## config.mk

```make
export PLATFORM = sky130hd
export DESIGN_NAME = ifu_fetch_unit
export DESIGN_NICKNAME = d
export VERILOG_FILES = /design/src/rtl/ifu_fetch_unit.sv
export SDC_FILE = /design/constraint.sdc
export NUM_CORES = 1
export LEC_CHECK = 0
export CAP_MARGIN = 0
export CELL_PAD_IN_SITES_DETAIL_PLACEMENT = 1
export CELL_PAD_IN_SITES_GLOBAL_PLACEMENT = 1
export CORE_AREA = 2 2 148 150
export DETAILED_ROUTE_END_ITERATION = 10
export DIE_AREA = 0 0 150 152
export MAX_ROUTING_LAYER = met4
export PLACE_DENSITY_LB_ADDON = 0.1
export RECOVER_POWER = 25
export SYNTH_ARGS = -nofsm -noshare
export SYNTH_HDL_FRONTEND = slang
export SYNTH_SLANG_ARGS = --single-unit
```

## constraint.sdc

```tcl
create_clock -name clk -period 8.5 [get_ports clk]
set_clock_uncertainty 0.05 [all_clocks]
set_input_delay 1.7 -clock clk [delete_from_list [all_inputs] [get_ports clk]]
set_output_delay 1.7 -clock clk [all_outputs]
set_load 0.01 [all_outputs]
```

## src/rtl/ifu_fetch_unit.sv

```systemverilog
// Instruction fetch unit: holds the PC, fetches one word per instruction over a ready handshake, and resolves the next PC.
// Optional misaligned-target halt is compiled in with `define IFU_ALIGN_CHECK_EN.
module ifu_fetch_unit #(
   parameter logic [31:0] RESET_PC = 32'h0000_3000,
   parameter int unsigned CNT_W    = 32
) (
   input  logic             clk,
   input  logic             reset,
   output logic             imem_req,
   output logic [31:0]      imem_addr,
   input  logic             imem_ready,
   input  logic [31:0]      imem_rdata,
   output logic [31:0]      instr,
   output logic             instr_valid,
   output logic [31:0]      pc,
   output logic [31:0]      pc_plus4,
   input  logic             stall,
   input  logic             npc_sel,
   input  logic             j_ctl,
   input  logic             jr_ctl,
   input  logic             bltzal,
   input  logic             zero,
   input  logic             positive,
   input  logic [15:0]      imm16,
   input  logic [25:0]      jidx26,
   input  logic [31:0]      rs_data,
   output logic [CNT_W-1:0] instr_count,
   output logic             fetch_err
);

   typedef enum logic {
      S_FETCH = 1'b0,
      S_EXEC  = 1'b1
   } state_t;

   state_t           r_state;
   logic [31:0]      r_pc;
   logic [31:0]      r_instr;
   logic             r_instr_valid;
   logic             r_imem_req;
   logic             r_fetch_err;
   logic [CNT_W-1:0] r_count;

   logic [31:0]      w_pc_plus4;
   logic [31:0]      w_br_off;
   logic [31:0]      w_br_target;
   logic [31:0]      w_npc;
   logic             w_br_taken;
   logic             w_misaligned;

   assign w_pc_plus4  = r_pc + 32'd4;
   assign w_br_off    = {{14{imm16[15]}}, imm16, 2'b00};
   assign w_br_target = w_pc_plus4 + w_br_off;

   // Next-PC priority: jr, then j/jal, then conditional branch, else sequential.
   always_comb begin
      w_br_taken = 1'b0;
      w_npc      = w_pc_plus4;
      if (bltzal) begin
         w_br_taken = !positive && !zero;
      end else begin
         w_br_taken = zero;
      end
      if (jr_ctl) begin
         w_npc = rs_data;
      end else if (j_ctl) begin
         w_npc = {w_pc_plus4[31:28], jidx26, 2'b00};
      end else if (npc_sel && w_br_taken) begin
         w_npc = w_br_target;
      end
   end

`ifdef IFU_ALIGN_CHECK_EN
   assign w_misaligned = (w_npc[1:0] != 2'b00);
`else
   assign w_misaligned = 1'b0;
`endif

   // FETCH raises the request once, then waits for ready; EXEC retires on the first unstalled edge.
   always_ff @(posedge clk) begin
      if (reset) begin
         r_state       <= S_FETCH;
         r_pc          <= RESET_PC;
         r_instr       <= 32'd0;
         r_instr_valid <= 1'b0;
         r_imem_req    <= 1'b0;
         r_fetch_err   <= 1'b0;
         r_count       <= '0;
      end else begin
         case (r_state)
            S_FETCH: begin
               if (!r_imem_req) begin
                  if (!r_fetch_err) begin
                     r_imem_req <= 1'b1;
                  end
               end else if (imem_ready) begin
                  r_instr       <= imem_rdata;
                  r_instr_valid <= 1'b1;
                  r_imem_req    <= 1'b0;
                  r_state       <= S_EXEC;
               end
            end
            S_EXEC: begin
               if (!stall) begin
                  r_pc          <= w_npc;
                  r_instr_valid <= 1'b0;
                  r_state       <= S_FETCH;
                  r_count       <= r_count + CNT_W'(1);
                  // A misaligned target leaves the request low and halts until reset.
                  r_imem_req    <= !w_misaligned;
                  if (w_misaligned) begin
                     r_fetch_err <= 1'b1;
                  end
               end
            end
            default: begin
               r_state <= S_FETCH;
            end
         endcase
      end
   end

   assign imem_req    = r_imem_req;
   assign imem_addr   = r_pc;
   assign instr       = r_instr;
   assign instr_valid = r_instr_valid;
   assign pc          = r_pc;
   assign pc_plus4    = w_pc_plus4;
   assign instr_count = r_count;
   assign fetch_err   = r_fetch_err;

endmodule

```

# Word-level counts from Yosys, hierarchy flattened
# Cells that the tools add are included.
[totals]
register_bits = 99
in_bits = 116
output_inout_bits = 163
wordCells = 37
[op_classes]
n_addsub = 3
n_eq_ne = 3
mux = 16
bitwise = 2
n_reduce_logical = 7
[op_table]
columns = ["op", "count"]
rows = [
  ["32-bit two-way mux", 3],
  ["32-bit by 1-bit adder with 32-bit output, second input constant", 1],
  ["32-bit by 3-bit adder with 32-bit output, second input constant", 1],
  ["32-bit adder", 1],
  ["1-bit two-way mux", 10],
  ["2-bit != test, second input constant", 3],
  ["1-bit case mux with 2 select lines", 3],
  ["3-bit AND reduction", 2],
  ["1-bit logical AND", 2],
  ["1-bit zero test", 2],
  ["1-bit NOT", 2],
  ["2-bit AND reduction", 1],
]

# Longest topological paths before layout
[logic_depth]
depth_word = 7
depth_mapped = 15
mapped_depth_nobuf = 14

# Worst setup path before layout
# No wires, ideal clock.
[synth_timing]
path_kind = "input to register"
from = "input port imm16[0]"
to = "register r_pc[28] (netlist: imem_addr[28])"
setup_ns = 0.133
arrival_time_ns = 3.945
required_time_ns = 8.317
path_slack_ns = 4.372
cell_stages = 10
path_buffers = 0
path_cell_list = "ha_1 fa_1 a21o_2 a221oi_2 a211oi_1 o41ai_2 o21ai_1 a211o_1 xnor2_1 o22ai_1"
[synth_via]
elab_chain_cells = 4
[synth_rtl]
columns = ["element", "line", "source"]
rows = [
  ["from (decl)", "24", "input logic [15:0] imm16,"],
  ["32-bit adder", "53", "assign w_br_target = w_pc_plus4 + w_br_off;"],
  ["32-bit two-way mux", "68", "end else if (npc_sel && w_br_taken) begin"],
  ["32-bit two-way mux", "66", "end else if (j_ctl) begin"],
  ["32-bit two-way mux", "64", "if (jr_ctl) begin"],
  ["to (signal assigned)", "105", "r_pc <= w_npc;"],
  ["to (decl)", "37", "logic [31:0] r_pc;"],
]
# No other way between the ends.
# A chain may end at the register's enable or synchronous reset.

# Final worst setup path
[layout_timing]
from = "register r_pc[2] (netlist: imem_addr[2])"
to = "output port pc_plus4[26]"
[layout_via]
elab_chain_cells = 1
[layout_rtl]
columns = ["element", "line", "source"]
rows = [
  ["32-bit by 3-bit adder with 32-bit output", "51", "assign w_pc_plus4 = r_pc + 32'd4;"],
  ["to (decl)", "16", "output logic [31:0] pc_plus4,"],
]
# No other way between the ends.

==> reports/results.ini <==
[outcome]
outcome=complete, but fails checks
violations=max-capacitance violations, max-slew violations

[die]
pin_count=279
core_um2=21350
die-area_um2=22800
fp.dieW_um=150
rows=54
initial_core_util=0.3315
die_y_um=152

[sta]
clock.fmax_ghz=0.1878
timing.final.setup_violations=0
hold_violations=0
rsz0062_at_grt=no
setup_tns_ns=0
slew_headroom=-0.3613
fin_crit_sh=0.6265
tightest_slew_ns=2.042
period_needed_ns=5.326
final-max-slew-violation-count=40

[power_and_ir_drop]
finalPower_mw=1.190
cellPowerDensity_nw_per_um2=118.7
leakagePower_nw=3.792
peakVddDrop_v=0.00008735

[synth]
ys_types=77
avgSynthCellArea_um2=7.570
synth_flop_cell=dfxtp_1
ys_ff_latch=99
synth_top_area_cell=dfxtp_1
async_reset_ff_frac=0
yosys-top-cells-area=dfxtp_1, nand2_1, a21oi_1
ys_warn_count=0
ys_seq_area_frac=0.2800
synth_edf_count=0
syn_nets=1089
syn_inst=935
synth_area_um2=7078
yosysTopAreaCellShare=0.2800

[worst_setup_path]
worstPathArrival_ns=3.58
critPathMostFrequentCell=nand4_1
critPathSlowestCell=nor4_1
max_stage_delay_ns=0.68
worst_setup_path_end_kind=output port
startpoint_type=flip-flop
timing.critical_path.buf_inv=1
crit_fanout=7
cp_top_family=simple AND/OR/NAND/NOR gates
criticalPathCategory=flip-flop to output port
path_cells=ha_1, nand4_1, nor4_1, nand4_1, nor2_1, xor2_1, clkdlybuf4s50_1
critPathRequiredTime_ns=6.75

[placement]
place_inst=1414
place.gp.congestion=0.9645
dp_hpwl_mm=21.60
portBuffers=277

[run]
drv_cap=1

[clock_network]
cts_resized=0
path_clk_slew_ns=0.08
cts.sinks=99
cts_buffers=9
clock-root-buffer=clkbuf_16
clockBufferDepth=2
holdBufCountCts=0
clock_latency_ns=0.35
cts_tree=built
post_cts_buffers=0
ctsHtreeMaxLevel=3

[detailed_routing]
viasPerCell=5.449
drt_wl_total_mm=28.56
drtIter0Drc=336
drtPass1Iterations=4
ant_nets=0
num_vias=7803
wl_per_cell_um=19.95
drc=0

[global_route]
grt.total_usage=0.2551
overflow=0
grt_pass1_wl_mm=44.20
grt_max_degree=72
grt_pass1_vias=8020
antenna_found_initial=1

[final_layout]
fin_cells=1432
nNetsFinal=1299
syn_to_final_growth_pct=41.68
final_util=0.4697
drive_above_1_share=0.03739

[worst_hold_path]
hold_path_class=flip-flop to flip-flop

[path summary, 6_finish.rpt]
kind / end / startpoint / cells past startpoint / slack [ns]
setup / recovery: pc_plus4[26] / imem_addr[2] / 7 / 3.17
hold / removal: instr[2] / instr[2] / 2 / 0.40
setup reg to reg: imem_addr[27] / imem_addr[2] / 14 / 3.52
hold reg to reg: instr[2] / instr[2] / 2 / 0.40
[tightest hold or removal path: stages, from the launching register on]
cell and delay [ns]:
dfxtp_1 0.31, nand2_1 0.05, a21oi_1 0.05
[cells in the final DEF, fill, tap and decap left out, types with 8 or more instances in the layout]
cell type,n
clkdlybuf4s50_1,245
nand2_1,132
dfxtp_1,99
a21oi_1,95
nor2_1,81
o21ai_0,46
ha_1,37
nand3_1,36
xnor2_1,34
xor2_1,31
dlygate4sd3_1,30
and3_1,24
nand4_1,19
nor3_1,18
inv_1,16
or3_1,15
a211oi_1,15
a21o_1,13
o211ai_1,9
clkbuf_16,9
o21a_1,8
a221oi_1,8
[cells by family (layout without fill, tap and decap cells)]
logic type                 count (synthesis)  in the layout  share of synthesized area
AOI/OAI and AO/OA                        261            261                     0.2353
muxes                                      7              7                    0.01025
and+or+nand+nor                          360            360                     0.2401
adders and majority gates                 38             38                    0.06823
buffers and inverters                    103            318                    0.08291
other                                      1              3                  0.0005298
xor gates and xnor gates                  66             66                    0.08273
DFF                                       99             99                     0.2800
[cells in the mapped netlist, types with 4 or more instances]
master,number
nand2_1,132
dfxtp_1,99
a21oi_1,95
nor2_1,81
o21ai_0,47
clkbuf_1,37
ha_1,37
buf_4,36
nand3_1,36
xnor2_1,34
xor2_1,31
and3_1,24
nand4_1,19
nor3_1,18
inv_1,16
a211oi_1,15
or3_1,15
a21o_1,13
o211ai_1,9
a221oi_1,8
buf_6,8
o21a_1,8
o21ai_1,7
a311oi_1,6
and4_1,6
o22ai_1,6
a31oi_1,5
mux2i_1,5
nor4_1,5
o21bai_1,5
a211o_1,4
buf_1,4
nor2b_1,4
[report_power, final]
part           leakage, nW  total, mW  switching (mW)  internal (mW)
registers            0.803      0.492          0.0155          0.477
logic                 2.85      0.292           0.150          0.142
clock network        0.141      0.406           0.200          0.206
total                 3.79       1.19           0.365          0.825
[area by class of cell]
| type | instances | area (um^2) |
|---|---|---|
| fillers | 2600 | 11320 |
| inverters | 16 | 60.06 |
| repair buffers | 286 | 2821 |
| flip-flops and latches | 99 | 1982 |
| diodes | 2 | 5.005 |
| well taps | 280 | 350.3 |
| clock inverters | 6 | 57.56 |
| clock buffers | 10 | 229.0 |
| multi-input cells | 733 | 4523 |
[metrics by stage]
step / hold WS [ns] / area [um^2] / worst slack, ns
floorplan: 0.4279 / 7078 / 4.372
global placement: 0.3915 / 9748 / 3.277
detailed placement: 0.3990 / 9748 / 3.131
CTS: 0.4102 / 10030 / 3.204
global route: 0.4237 / 10030 / 2.760
finish: 0.4030 / 10030 / 3.174
[metal layers]
metal / routed length, um / GRT usage / vias up
met4: 876 / 0.08580 / 0
met5: 0 / - / -
li1: - / - / 3745
met3: 1491 / 0.04294 / 45
met2: 14130 / 0.4331 / 245
met1: 12070 / 0.3039 / 3768
[registers in the layout, indices dropped and copies added (netlist names)]
signal and count:
imem_addr 32, imem_req 1, instr 32, instr_count 32
instr_valid 1, r_state 1
(Power assumes the default switching activity.)
